$ cat config.mk
export PLATFORM = sky130hd
export DESIGN_NAME = expr_vector_sequencer
export DESIGN_NICKNAME = d
export VERILOG_FILES = /design/src/rtl/expr_seq_pkg.sv /design/src/rtl/expr_misr90.sv /design/src/rtl/expr_vector_sequencer.sv
export SDC_FILE = /design/constraint.sdc
export NUM_CORES = 1
export LEC_CHECK = 0
export BUFFER_PORTS_ARGS = -buffer_cell sky130_fd_sc_hd__buf_2
export CORE_AREA = 2 2 155 157
export CTS_CLUSTER_DIAMETER = 60
export DETAILED_ROUTE_END_ITERATION = 7
export DIE_AREA = 0 0 157 159
export GPL_ROUTABILITY_DRIVEN = 0
export GPL_TIMING_DRIVEN = 0
export PLACE_DENSITY = 0.56
export RECOVER_POWER = 50
export SETUP_SLACK_MARGIN = 0.2
export SLEW_MARGIN = 30
export SYNTH_ARGS = -nofsm -noshare
export SYNTH_HDL_FRONTEND = slang
export SYNTH_SLANG_ARGS = --single-unit
$ cat constraint.sdc
create_clock -name clk -period 4.47 [get_ports clk]
set_input_delay 1.341 -clock clk [delete_from_list [all_inputs] [get_ports clk]]
set_output_delay 1.341 -clock clk [all_outputs]
set_load 0.02 [all_outputs]
$ cat src/rtl/expr_seq_pkg.sv
// Shared types and constants for the expression vector sequencer.
// Optional comparator build switch: EXPR_SEQ_CMP_EN.
package expr_seq_pkg;

    localparam int OPW = 60;
    localparam int YW  = 90;

    typedef enum logic [1:0] {
        IDLE,
        SETTLE,
        CAPTURE,
        DONE
    } state_t;

    // Feedback taps: LFSR bits 59,58; MISR bits 89..86.
    localparam logic [OPW-1:0] LFSR_TAPS = {2'b11, 58'd0};
    localparam logic [YW-1:0]  MISR_TAPS = {4'hF, 86'd0};

    // Operand fields a0..a5, b0..b5 in opnd_o, top bit first.
    localparam int FLD_N = 12;
    localparam int FLD_LSB [FLD_N] = '{56, 51, 45, 41, 36, 30,
                                       26, 21, 15, 11,  6,  0};
    localparam int FLD_W   [FLD_N] = '{ 4,  5,  6,  4,  5,  6,
                                        4,  5,  6,  4,  5,  6};

    function automatic logic [OPW-1:0] lfsr_step(
        input logic [OPW-1:0] s
    );
        return {s[OPW-2:0], ^(s & LFSR_TAPS)};
    endfunction

endpackage

$ cat src/rtl/expr_misr90.sv
// 90-bit multiple-input signature register.
// Clear has priority over the enabled capture.
module expr_misr90
    import expr_seq_pkg::*;
(
    input  logic          clk,
    input  logic          rst_n,
    input  logic          clr,
    input  logic          en,
    input  logic [YW-1:0] y_i,
    output logic [YW-1:0] sig_o
);

    // Signature register: shift with tap feedback, fold in y_i.
    always_ff @(posedge clk or negedge rst_n) begin
        if (!rst_n) begin
            sig_o <= '0;
        end else if (clr) begin
            sig_o <= '0;
        end else if (en) begin
            sig_o <= {sig_o[YW-2:0], ^(sig_o & MISR_TAPS)} ^ y_i;
        end
    end

endmodule

$ cat src/rtl/expr_vector_sequencer.sv
// LFSR stimulus / MISR capture sequencer for expression blocks.
// Optional result comparator build switch: EXPR_SEQ_CMP_EN.
module expr_vector_sequencer
    import expr_seq_pkg::*;
#(
    parameter int             NUM_VEC    = 256,
    parameter int             SETTLE_CYC = 1,
    parameter logic [OPW-1:0] SEED       = 60'h0123456789ABCDE,
    localparam int            VW = $clog2(NUM_VEC + 1),
    localparam int            CW = $clog2(SETTLE_CYC + 1)
) (
    input  logic           clk,
    input  logic           rst_n,
    input  logic           start_i,
    input  logic           abort_i,
    input  logic [YW-1:0]  y_i,
`ifdef EXPR_SEQ_CMP_EN
    input  logic [YW-1:0]  exp_sig_i,
    output logic           pass_o,
    output logic           fail_o,
`endif
    output logic [OPW-1:0] opnd_o,
    output logic           busy_o,
    output logic           done_o,
    output logic [VW-1:0]  vec_idx_o,
    output logic [YW-1:0]  sig_o
);

    state_t         state;
    state_t         state_nxt;
    logic [OPW-1:0] lfsr;
    logic [CW-1:0]  cnt;
    logic           go;
    logic           cap;
    logic           last;

    assign last   = (vec_idx_o == VW'(NUM_VEC - 1));
    assign opnd_o = lfsr;

    // State register.
    always_ff @(posedge clk or negedge rst_n) begin
        if (!rst_n) begin
            state <= IDLE;
        end else begin
            state <= state_nxt;
        end
    end

    // Next state; abort beats capture so no MISR update on abort.
    always_comb begin
        state_nxt = state;
        go        = 1'b0;
        cap       = 1'b0;
        unique case (state)
            IDLE: begin
                if (start_i) begin
                    state_nxt = SETTLE;
                    go        = 1'b1;
                end
            end
            SETTLE: begin
                if (abort_i) begin
                    state_nxt = IDLE;
                end else if (cnt <= CW'(1)) begin
                    state_nxt = CAPTURE;
                end
            end
            CAPTURE: begin
                if (abort_i) begin
                    state_nxt = IDLE;
                end else begin
                    cap       = 1'b1;
                    state_nxt = last ? DONE : SETTLE;
                end
            end
            DONE: begin
                state_nxt = IDLE;
            end
            default: begin
                state_nxt = IDLE;
            end
        endcase
    end

    // Operand LFSR, vector index, settle counter, status flags.
    always_ff @(posedge clk or negedge rst_n) begin
        if (!rst_n) begin
            lfsr      <= SEED;
            vec_idx_o <= '0;
            cnt       <= '0;
            busy_o    <= 1'b0;
            done_o    <= 1'b0;
        end else begin
            busy_o <= (state_nxt != IDLE);
            done_o <= (state_nxt == DONE);
            if (go) begin
                lfsr      <= SEED;
                vec_idx_o <= '0;
                cnt       <= CW'(SETTLE_CYC);
            end else if (cap) begin
                lfsr      <= lfsr_step(lfsr);
                vec_idx_o <= vec_idx_o + VW'(1);
                cnt       <= CW'(SETTLE_CYC);
            end else if (state == SETTLE) begin
                cnt <= cnt - CW'(1);
            end
        end
    end

    expr_misr90 u_misr (
        .clk   (clk),
        .rst_n (rst_n),
        .clr   (go),
        .en    (cap),
        .y_i   (y_i),
        .sig_o (sig_o)
    );

`ifdef EXPR_SEQ_CMP_EN
    // Verdict latched in DONE; signature is stable there.
    always_ff @(posedge clk or negedge rst_n) begin
        if (!rst_n) begin
            pass_o <= 1'b0;
            fail_o <= 1'b0;
        end else if (go || (abort_i && state != IDLE)) begin
            pass_o <= 1'b0;
            fail_o <= 1'b0;
        end else if (state == DONE) begin
            pass_o <= (sig_o == exp_sig_i);
            fail_o <= (sig_o != exp_sig_i);
        end
    end
`endif

endmodule

==> summary.md, run 1 <==
| Metric | Value |
|---|---|
| WP data arrival | `3.18 ns` |
| Power, Total | `between 0.004 and 0.005 W` |
| Hold buffers post-CTS | `0` |
| Rel. slew slack | `between 40% and 50%` |
| Top_reg_cell synth | `dfrtp_1` |
| Period utilization | `a little under two thirds` |
| Routed length per instance | `16.7 um` |
| Row count | `between 50 and 60` |
| Die height | `159 um` |
| DRC | `0` |
| Seq/Total Area, Yosys | `approximately three fifths` |
| R2r setup slk | `around 2.2 ns` |
| Post-synthesis instance area | `~6900 um2` |
| Hold path startpoint | `opnd_o[4]$_DFFE_PN1P_` |
| Syn Inst Count | `580` |
| Worst Hold Path EP | `opnd_o[4]$_DFFE_PN1P_` |
| Skew-Pair Late Insertion Delay | `approximately 0.42 ns` |
| Area share of the leading cell type in the synthesized netlist | `49.1%` |
| First-pass GRT wire length | `approximately 30000 um` |
| Gr ovfl total | `0` |
| Yosys Warn Count | `0` |
| Cell taking the most area after synthesis | `dfrtp_1` |
| TritonCTS Buffers | `17` |
| Top cells by area, synth | `dfrtp_1, a22o_1, xor2_1, dfstp_2, nand2_1` |
| Avg Cell Area, Syn | `between 10 and 15 um2` |
| H-tree depth | `4` |
| Die area | `25000 um2` |
| Hold Crit Class | `flip-flop to flip-flop` |
| Initial antenna violation count | `1` |
| Reg-to-reg critical path startpoint | `state[0]$_DFF_PN0_` |
| Vias in the first global route | `approximately 5.4k` |
| Req. time, crit path | `4.81 ns` |
| Setup crit start kind | `input port` |
| Clock power share | `35.7%` |
| Switching share of total power | `around 32%` |
| Maximum clock frequency | `352 MHz` |
| Clock Pin Slew Worst Setup and Hold Paths | `~0.070 ns` |
| Hold Path Depth | `2` |
| MaxCap Viol Count | `0` |
| Resized cells post-CTS | `0` |
| Final setup vio count | `0` |
| EDFF count, synth | `0` |
| Hold Violations, Final | `0` |
| Final ANT Viol Nets | `0` |
| Core Area | `around 23000 um2` |
| CTS tree | `built` |
| Detailed placer's ending HPWL | `approximately 14000 um` |
| Gate power share | `between 20% and 30%` |
| Ports | `between 200 and 300` |
| Routed vias | `~5.4k` |
| GRT Resource Usage Total | `roughly 16%` |
| Slew Limit Fails | `0` |
| Most frequent cell after synthesis | `dfrtp_1` |
| # nets final | `951` |
| First-pass iteration count of the detailed router | `6` |
| Synthesized flop and latch total | `163` |
| Post-DR vias/cell | `4.57` |
| Critical path type | `input port to flip-flop` |
| Int Power | `0.00283 W` |
| Root cell of the clock tree | `clkbuf_16` |
| Initial core utilization | `between 20 and 30%` |
| Fillers | `2337` |
| Switching pwr | `0.00135 W` |
| Tmin final | `between 2 and 3 ns` |
| Crit Reg-Reg Endpoint | `opnd_o[0]$_DFFE_PN0P_` |
| IO buf count | `254` |
| Worst setup EP type | `flip-flop` |
| Post-CTS setup buffers | `0` |
| Area Overhead vs Synth | `32.2%` |
| Commonest cells post-synth | `dfrtp_1, a22o_1, nand2_1, xor2_1, nand3_1` |
| Clock buffer depth | `2` |
| RSZ-0062 raised after global routing | `false` |
| Worst Path Max Fanout | `10` |
| Pre-CTS WS | `between 1 and 1.5 ns` |
| R2R depth | `5` |
| Synthesized Nets | `676` |
| Sequential power share | `between 40% and 50%` |
| Die width | `between 150 and 200 um` |
| Status | `completed` |
| Largest net degree at the start of global routing | `between 70 and 80` |
| Clock Skew | `0.00921 ns` |
| Leak | `between 4 and 5 nW` |
| WL final | `19800 um` |
| Share of layout cells above drive strength 1 | `around 29%` |
| Worst Tran Pin Value | `around 0.9 ns` |
| Yosys cell types | `34` |
| Pwr/cell area | `between 400 and 500 nW/um2` |
| PnR worst setup slack | `around 1.6 ns` |
| CTS Sinks | `roughly 160` |
| Worst vdd ir | `between 150 and 200 uV` |
| Async SR Flop Fraction | `100%` |
| DR iter-0 viols | `297` |
==> layout make-up <==
type | instances | area, um2 | area share, %
tap | 319 | 399 | 4.39
inverter | 4 | 15.0 | 0.165
clock inverter | 14 | 151 | 1.67
buffer | 39 | 154 | 1.69
sequential | 163 | 4110 | 45.3
antenna | 1 | 2.50 | 0.0275
multi-input combinational | 374 | 2590 | 28.5
timing repair buffer | 256 | 1230 | 13.5
clock buffer | 18 | 439 | 4.83
==> through the flow <==
step / util, % / instances / TNS, ns / hold WS, ns / cell area [um2]
3_3_place_gp: 36.8 / 1153 / -86.63 / 0.480 / 8550
2_1_floorplan: - / 580 / 0 / 0.522 / 6880
6_report: 39.2 / 1188 / 0 / 0.490 / 9090
3_5_place_dp: 37.1 / 1155 / 0 / 0.484 / 8610
5_1_grt: 39.2 / 1188 / 0 / 0.509 / 9090
4_1_cts: 39.7 / 1187 / 0 / 0.495 / 9200
==> worst max-delay path: stages <==
cell	delay, ns
clkbuf_1	0.17
nor3b_1	0.07
buf_2	0.22
nor2_2	0.53
buf_2	0.33
buf_2	0.28
inv_1	0.09
o22ai_1	0.13
==> power by group through the flow <==
stage	logic (W)	registers (W)	clock network (W)
after floorplan	0.000326	0.00203	0
after global placement	0.000883	0.00185	0
after detailed placement	0.000893	0.00185	0
after CTS	0.000897	0.00183	0.00153
after global routing	0.000937	0.00185	0.00160
final	0.000858	0.00183	0.00149
==> worst max path at each step <==
stage          slack, ns  startpoint  depth (start not counted)                            to
6_report            1.63     abort_i                          8      vec_idx_o[8]$_DFFE_PN0P_
5_1_grt             1.38     abort_i                          8      vec_idx_o[8]$_DFFE_PN0P_
4_1_cts             1.55     abort_i                          7              busy_o$_DFF_PN0_
3_5_place_dp        1.11     abort_i                          7              busy_o$_DFF_PN0_
3_3_place_gp       -0.66       rst_n                          1  u_misr.sig_o[17]$_DFFE_PN0P_
2_1_floorplan       1.86     abort_i                          3      vec_idx_o[6]$_DFFE_PN0P_
==> sequential cells by signal, summed over array words and instances (netlist names) <==
signal / cells
u_misr.sig_o: 90
state: 2
vec_idx_o: 9
done_o: 1
busy_o: 1
opnd_o: 60
==> logic make-up after synthesis <==
logic type / Yosys count / share of synthesized area (%)
multiplexers: 1 / 0.146
AO/OA/AOI/OAI: 134 / 15.6
AND/OR/NAND/NOR: 142 / 9.26
XOR/XNOR: 95 / 12.3
buffers and inverters: 43 / 2.46
adder cells (fa/ha/maj): 2 / 0.364
flip-flops: 163 / 59.8
==> placed cells by master, fill, tap and decap left out, types with 2 or more instances in the layout <==
master	netlist	final
o31ai_1	2	2
or4_1	2	2
nand3_1	29	29
clkbuf_16	0	17
ha_1	2	2
dfrtp_1	135	135
buf_2	6	181
inv_6	0	4
xor2_1	91	91
buf_1	8	8
clkinv_2	0	3
a21oi_1	22	22
nor2_1	2	2
o21ai_0	3	3
clkinv_4	0	3
inv_1	4	4
clkinvlp_4	0	2
dfstp_2	28	28
or3_2	2	2
bufinv_16	0	2
a22o_1	106	106
xnor2_1	3	3
buf_16	0	2
nand2_1	94	94
nor3b_1	1	2
clkbuf_1	25	104
==> routing by layer <==
layer | vias to the layer above | routed length, um | global-route usage (%)
li1 | 2584 | - | -
met1 | 2654 | 9320 | 22.3
met2 | 170 | 9030 | 23.9
met3 | 26 | 1010 | 3.24
met4 | 0 | 433 | 5.55
met5 | - | 0 | 0
No activity file was read; power rests on OpenSTA's default activity.
==> run 2: changes to the inputs <==
==> constraint.sdc (replaced) <==
create_clock -name clk -period 2.9 [get_ports clk]
set_input_delay 0.87 -clock clk [delete_from_list [all_inputs] [get_ports clk]]
set_output_delay 0.87 -clock clk [all_outputs]
set_load 0.02 [all_outputs]
==> run 2 against run 1 <==
Effect of this change: first-iteration DRC count did not move; clock skew is essentially flat; via count shrank 0.35%; sequential power up 54%; critical path depth unchanged; sequential share of layout area hardly changed; register-to-register slack got worse by 1.5 ns; global-route usage is the same; critical path type unchanged.
==> summary.md, run 2 (synthesis results as in run 1) <==
| Metric | Value |
|---|---|
| Share of layout cells above drive strength 1 | `between 20% and 30%` |
| Setup crit start kind | `input port` |
| First-pass GRT wire length | `around 31000 um` |
| H-tree depth | `4` |
| Final ANT Viol Nets | `0` |
| # nets final | `951` |
| Routed length per instance | `16.7 um` |
| WP data arrival | `~2.7 ns` |
| Setup TNS | `0 ns` |
| TritonCTS Buffers | `17` |
| Slew Limit Fails | `0` |
| Min Hold Slack | `0.490 ns` |
| Resized cells post-CTS | `0` |
| DR top layer | `met4` |
| MaxCap Viol Count | `0` |
| Leak | `between 4 and 5 nW` |
| Gr ovfl total | `0` |
| RSZ-0062 raised after global routing | `false` |
| Area Overhead vs Synth | `32.3%` |
| Pwr/cell area | `around 710 nW/um2` |
| Die area | `around 25000 um2` |
| Met2 wire length | `9050 um` |
| Worst vdd ir | `roughly 290 uV` |
| Post-CTS setup buffers | `0` |
| CTS tree | `built` |
| Worst Path Max Fanout | `10` |
| CP Cell Sequence | `clkbuf_1, nor3b_1, buf_2, nor2_2, buf_2, buf_2, inv_1, o22ai_1` |
| Largest net degree at the start of global routing | `between 70 and 80` |
| Routed vias | `5415` |
| Row count | `56` |
| Max incr delay on CP | `about 0.53 ns` |
| Most frequent cells in the layout | `buf_2, dfrtp_1, a22o_1` |
| Met1 WL | `around 9300 um` |
| Initial antenna violation count | `1` |
| Cell mode on critical path | `buf_2` |
| Die width | `approximately 160 um` |
| Max reg flops | `90` |
| WL final | `around 20000 um` |
| Hold Crit Class | `flip-flop to flip-flop` |
| Maximum clock frequency | `~420 MHz` |
| Ports | `~260` |
| Die height | `159 um` |
| GRT Resource Usage Total | `15.7%` |
| Met3 wire len | `~980 um` |
| Worst path slowest cell | `nor2_2` |
| Core Area | `approximately 23000 um2` |
| Power, Total | `0.00644 W` |
| DRC | `0` |
| Rel. slew slack | `between 30% and 40%` |
| Final setup vio count | `0` |
| Detailed placer's ending HPWL | `13900 um` |
| Clock buffer depth | `2` |
| Period utilization | `between 80% and 90%` |
| CTS Sinks | `about 160` |
| Hold Violations, Final | `0` |
| Most common cell after layout, fill and taps aside | `buf_2` |
| Skew-Pair Late Insertion Delay | `about 0.42 ns` |
| First-pass iteration count of the detailed router | `4` |
| Fillers | `around 2.3k` |
| Critical path type | `input port to flip-flop` |
| Biggest register | `u_misr.sig_o` |
| Status | `completed` |
| Tmin final | `2.38 ns` |
| Root cell of the clock tree | `clkbuf_16` |
| Cell family with the largest share of critical-path delay | `buffers and inverters` |
| Req. time, crit path | `about 3.2 ns` |
| Clock Skew | `about 0.009 ns` |
| Storage element area | `4110 um2` |
| IO buf count | `254` |
| Initial core utilization | `roughly 30%` |
| Clock Pin Slew Worst Setup and Hold Paths | `approximately 0.07 ns` |
| Worst Tran Pin Value | `approximately 0.9 ns` |
| Vias in the first global route | `5374` |
| Hold buffers post-CTS | `0` |
| Count of buffer and inverter cells on the critical path | `5` |
| DR iter-0 viols | `~300` |
| Post-DR vias/cell | `approximately 4.6` |
| Multi-input gate area | `~2600 um2` |
| Worst setup EP type | `flip-flop` |
## run 2: final cells by class
class                      count  area share, %
sequential                   163           45.2
antenna                        1         0.0275
tap                          319           4.39
buffer                        39           1.69
clock inverter                14           1.66
multi-input combinational    374           28.5
timing repair buffer         256           13.5
clock buffer                  18           4.83
inverter                       4          0.165
## run 2: worst min-delay path, cell delays in order, from the launching register on
cell,delay [ns]
dfstp_2,0.37
nand2_1,0.05
nand3_1,0.06
## run 2: per-stage QoR
stage                     cell area, um2  util [%]  std cells  setup slack [ns]
final                               9090      39.2       1188             0.525
after global routing                9090      39.2       1188             0.283
after CTS                           9200      39.7       1187             0.453
after detailed placement            8610      37.1       1155           0.00753
after global placement              8550      36.8       1153             -1.76
after floorplan                     6880         -        580             0.758
## run 2: final timing paths
| check | startpoint | slack (ns) | cells after the start | endpoint |
|---|---|---|---|---|
| max in group asynchronous | rst_n | 1.06 | 3 | u_misr.sig_o[40]$_DFFE_PN0P_ |
| worst max register to register | state[1]$_DFF_PN0_ | 0.63 | 7 | vec_idx_o[8]$_DFFE_PN0P_ |
| worst max-delay path | abort_i | 0.52 | 8 | vec_idx_o[8]$_DFFE_PN0P_ |
| worst min-delay path | opnd_o[4]$_DFFE_PN1P_ | 0.49 | 2 | opnd_o[4]$_DFFE_PN1P_ |
| worst min register to register | opnd_o[4]$_DFFE_PN1P_ | 0.49 | 2 | opnd_o[4]$_DFFE_PN1P_ |
| min in group asynchronous | rst_n | 0.56 | 1 | vec_idx_o[2]$_DFFE_PN0P_ |
## run 2: metal layers
layer | GRT usage [%] | up-vias
met3 | 3.24 | 27
li1 | - | 2584
met1 | 22.3 | 2635
met4 | 5.55 | 0
met2 | 23.9 | 169
met5 | 0 | -
## run 2: power breakdown
part / switching [W] / internal [W]
logic: 0.000839 / 0.000484
clock network: 0.000992 / 0.00130
registers: 0.000245 / 0.00257
==> run 3: changes to the inputs <==
--- a/config.mk
+++ b/config.mk
@@ -5,14 +5,15 @@
 export SDC_FILE = /design/constraint.sdc
 export NUM_CORES = 1
 export LEC_CHECK = 0
+export ABC_AREA = 1
 export BUFFER_PORTS_ARGS = -buffer_cell sky130_fd_sc_hd__buf_2
-export CORE_AREA = 2 2 155 157
+export CORE_AREA = 2 2 156 158
 export CTS_CLUSTER_DIAMETER = 60
 export DETAILED_ROUTE_END_ITERATION = 7
-export DIE_AREA = 0 0 157 159
+export DIE_AREA = 0 0 158 160
 export GPL_ROUTABILITY_DRIVEN = 0
 export GPL_TIMING_DRIVEN = 0
-export PLACE_DENSITY = 0.56
+export PLACE_DENSITY = 0.57
 export RECOVER_POWER = 50
 export SETUP_SLACK_MARGIN = 0.2
 export SLEW_MARGIN = 30
==> constraint.sdc (replaced) <==
create_clock -name clk -period 2 [get_ports clk]
set_input_delay 0.6 -clock clk [delete_from_list [all_inputs] [get_ports clk]]
set_output_delay 0.6 -clock clk [all_outputs]
set_load 0.02 [all_outputs]
==> run 3 against run 2 <==
Effect of this change: total power grew 50%; wire length grew 2.2%; utilization is 0.24 points lower; critical path type is now flip-flop to output port; sequential power is 47% higher; final cell count up 9.8%; clock-buffer cell count fell by 1; critical endpoint is now opnd_o[44]; largest cell class unchanged; largest power group unchanged; cell area rose by 2.1%; via count rose by 6.5%.
==> summary.md, run 3 <==
| Metric | Value |
|---|---|
| Cell family with the largest share of critical-path delay | `flip-flops` |
| Switching pwr | `between 0.003 and 0.004 W` |
| Clock buffer depth | `2` |
| Tmin final | `about 1.7 ns` |
| Post-synthesis instance area | `~7000 um2` |
| Most frequent cells in the layout | `buf_2, nand2_1, dfrtp_1` |
| DRC | `0` |
| Area Overhead vs Synth | `32.7%` |
| Initial antenna violation count | `0` |
| Pwr/cell area | `between 1000 and 1500 nW/um2` |
| Worst Path Max Fanout | `3` |
| Max reg flops | `90` |
| Rel. slew slack | `between 40% and 50%` |
| Root cell of the clock tree | `clkbuf_16` |
| Routed length per instance | `15.5 um` |
| H-tree depth | `4` |
| Hold Crit Class | `input port to flip-flop` |
| Worst vdd ir | `between 400 and 500 uV` |
| Gate power share | `a little under a quarter` |
| Detailed placer's ending HPWL | `about 15000 um` |
| Routed vias | `5767` |
| Worst path slowest cell | `dfstp_2` |
| Commonest cells post-synth | `nand2_1, dfrtp_1, o21ai_0, xnor2_1, inv_1` |
| Row count | `57` |
| Ports | `255` |
| MaxCap Viol Count | `0` |
| Worst setup EP type | `output port` |
| Switching share of total power | `between 30 and 40%` |
| Die height | `about 160 um` |
| Area share of the leading cell type in the synthesized netlist | `between 40% and 50%` |
| WL final | `about 20000 um` |
| Seq/Total Area, Yosys | `roughly three fifths` |
| Core Area | `23800 um2` |
| Pre-CTS WS | `-0.0217 ns` |
| Final ANT Viol Nets | `0` |
| Leak | `around 4.6 nW` |
| Slew Limit Fails | `0` |
| # nets final | `approximately 1.1k` |
| DP Cell Count | `about 1.3k` |
| Power, Total | `between 0.009 and 0.01 W` |
| Die width | `between 150 and 200 um` |
| Worst Tran Pin Value | `~0.8 ns` |
| DR iter-0 viols | `309` |
| Clock Skew | `between 0.01 and 0.015 ns` |
| WP data arrival | `1.14 ns` |
| Syn Inst Count | `~690` |
| Yosys cell types | `27` |
| Clock Pin Slew Worst Setup and Hold Paths | `0.07 ns` |
| Largest net degree at the start of global routing | `slightly above 80` |
| Req. time, crit path | `between 1 and 1.5 ns` |
| CP Cell Sequence | `buf_2` |
| Count of buffer and inverter cells on the critical path | `1` |
| Synthesized flop and latch total | `approximately 160` |
| First-pass iteration count of the detailed router | `5` |
| Initial core utilization | `approximately 30%` |
| Most frequent cell after synthesis | `nand2_1` |
| EDFF count, synth | `0` |
| Yosys Warn Count | `0` |
| Int Power | `about 0.0064 W` |
| Biggest register | `u_misr.sig_o` |
| Top cells by area, synth | `dfrtp_1, xnor2_1, dfstp_2, nand2_1, o21ai_0` |
| GRT Resource Usage Total | `about 16%` |
| Resized cells post-CTS | `0` |
| Antenna Cells | `0` |
| Post-DR vias/cell | `~4.4` |
| CTS tree | `built` |
| Skew-Pair Late Insertion Delay | `between 0.4 and 0.5 ns` |
| Fin cells | `~1.3k` |
| Most common cell after layout, fill and taps aside | `buf_2` |
| Max incr delay on CP | `around 0.56 ns` |
| Hold Violations, Final | `0` |
| Final setup vio count | `0` |
| Async SR Flop Fraction | `100%` |
| Cell taking the most area after synthesis | `dfrtp_1` |
| Setup TNS | `0 ns` |
| CTS Sinks | `163` |
| RSZ-0062 raised after global routing | `false` |
| Setup crit start kind | `flip-flop` |
| Period utilization | `87.2%` |
| TritonCTS Buffers | `17` |
| Top_reg_cell synth | `dfrtp_1` |
| Sequential power share | `roughly 43%` |
| Maximum clock frequency | `~570 MHz` |
| PnR worst setup slack | `approximately 0.26 ns` |
| IO buf count | `around 250` |
| Clock power share | `33.2%` |
| Vias in the first global route | `5615` |
| Synthesized Nets | `approximately 800` |
| Gr ovfl total | `0` |
| First-pass GRT wire length | `a little over 30000 um` |
| Min Hold Slack | `approximately 0.45 ns` |
| Critical path type | `flip-flop to output port` |
| Avg Cell Area, Syn | `10.1 um2` |
| Share of layout cells above drive strength 1 | `about a third` |
| Status | `completed` |
| Die area | `25300 um2` |
-- run 3: cell count changes after synthesis, sizes merged, moves of 18 or more --
cell | previous run | this run
o21ai | 3 | 135
a22o | 106 | 1
xor2 | 91 | 0
xnor2 | 3 | 90
inv | 4 | 53
nand2 | 94 | 143
o22ai | 1 | 23
a21oi | 22 | 4
-- run 3: logic make-up after synthesis --
logic type | count (synthesis) | share of synthesized area (%)
compound gates | 175 | 13.4
flops | 163 | 58.8
buf+inv | 90 | 6.10
simple gates | 171 | 10.0
fa+ha+maj | 2 | 0.358
xor+xnor | 90 | 11.3
-- run 3: per-stage QoR --
step                      utilization [%]  instance area (um2)
final                                39.0                 9280
after global routing                 39.0                 9280
after CTS                            39.1                 9320
after detailed placement             36.7                 8740
after global placement               36.4                 8670
after floorplan                         -                 6990
-- run 3: per-layer routing --
metal,track usage [%],vias up,part of all wire [%]
li1,-,2811,-
met5,0,-,0
met4,4.63,0,1.6
met2,25.0,167,45
met1,21.6,2774,46
met3,4.99,15,7.2
-- run 3: timing repair --
item,4_1_cts,5_1_grt
buffers inserted,0,0
endpoints found under the hold margin,8,0
hold buffers,1,0
-- run 3: final cells by class --
cell class / count / area, um2
Timing Repair Buffer: 257 / 1340
Inverter: 54 / 206
Fill cell: 2499 / 14500
Tap cell: 324 / 405
Multi-Input combinational cell: 438 / 2450
Clock buffer: 17 / 425
Clock inverter: 15 / 145
Buffer: 36 / 199
Sequential cell: 163 / 4110
-- run 3: path summary, 6_finish.rpt --
check | start | cells past startpoint | to | slack (ns)
max in group asynchronous | rst_n | 3 | opnd_o[49]$_DFFE_PN1P_ | 0.29
worst min register to register | opnd_o[14]$_DFFE_PN0P_ | 2 | opnd_o[14]$_DFFE_PN0P_ | 0.50
worst max register to register | state[0]$_DFF_PN0_ | 5 | state[1]$_DFF_PN0_ | 0.27
min in group asynchronous | rst_n | 2 | u_misr.sig_o[44]$_DFFE_PN0P_ | 0.79
worst max-delay path | opnd_o[44]$_DFFE_PN1P_ | 1 | opnd_o[44] | 0.26
worst min-delay path | y_i[0] | 4 | u_misr.sig_o[0]$_DFFE_PN0P_ | 0.45
-- run 3: power groups by stage --
stage	registers [W]	clock network [W]	logic [W]
after detailed placement	0.00421	0	0.00235
after global placement	0.00420	0	0.00233
after floorplan	0.00470	0	0.000882
after CTS	0.00416	0.00332	0.00236
final	0.00415	0.00321	0.00229
after global routing	0.00421	0.00348	0.00252
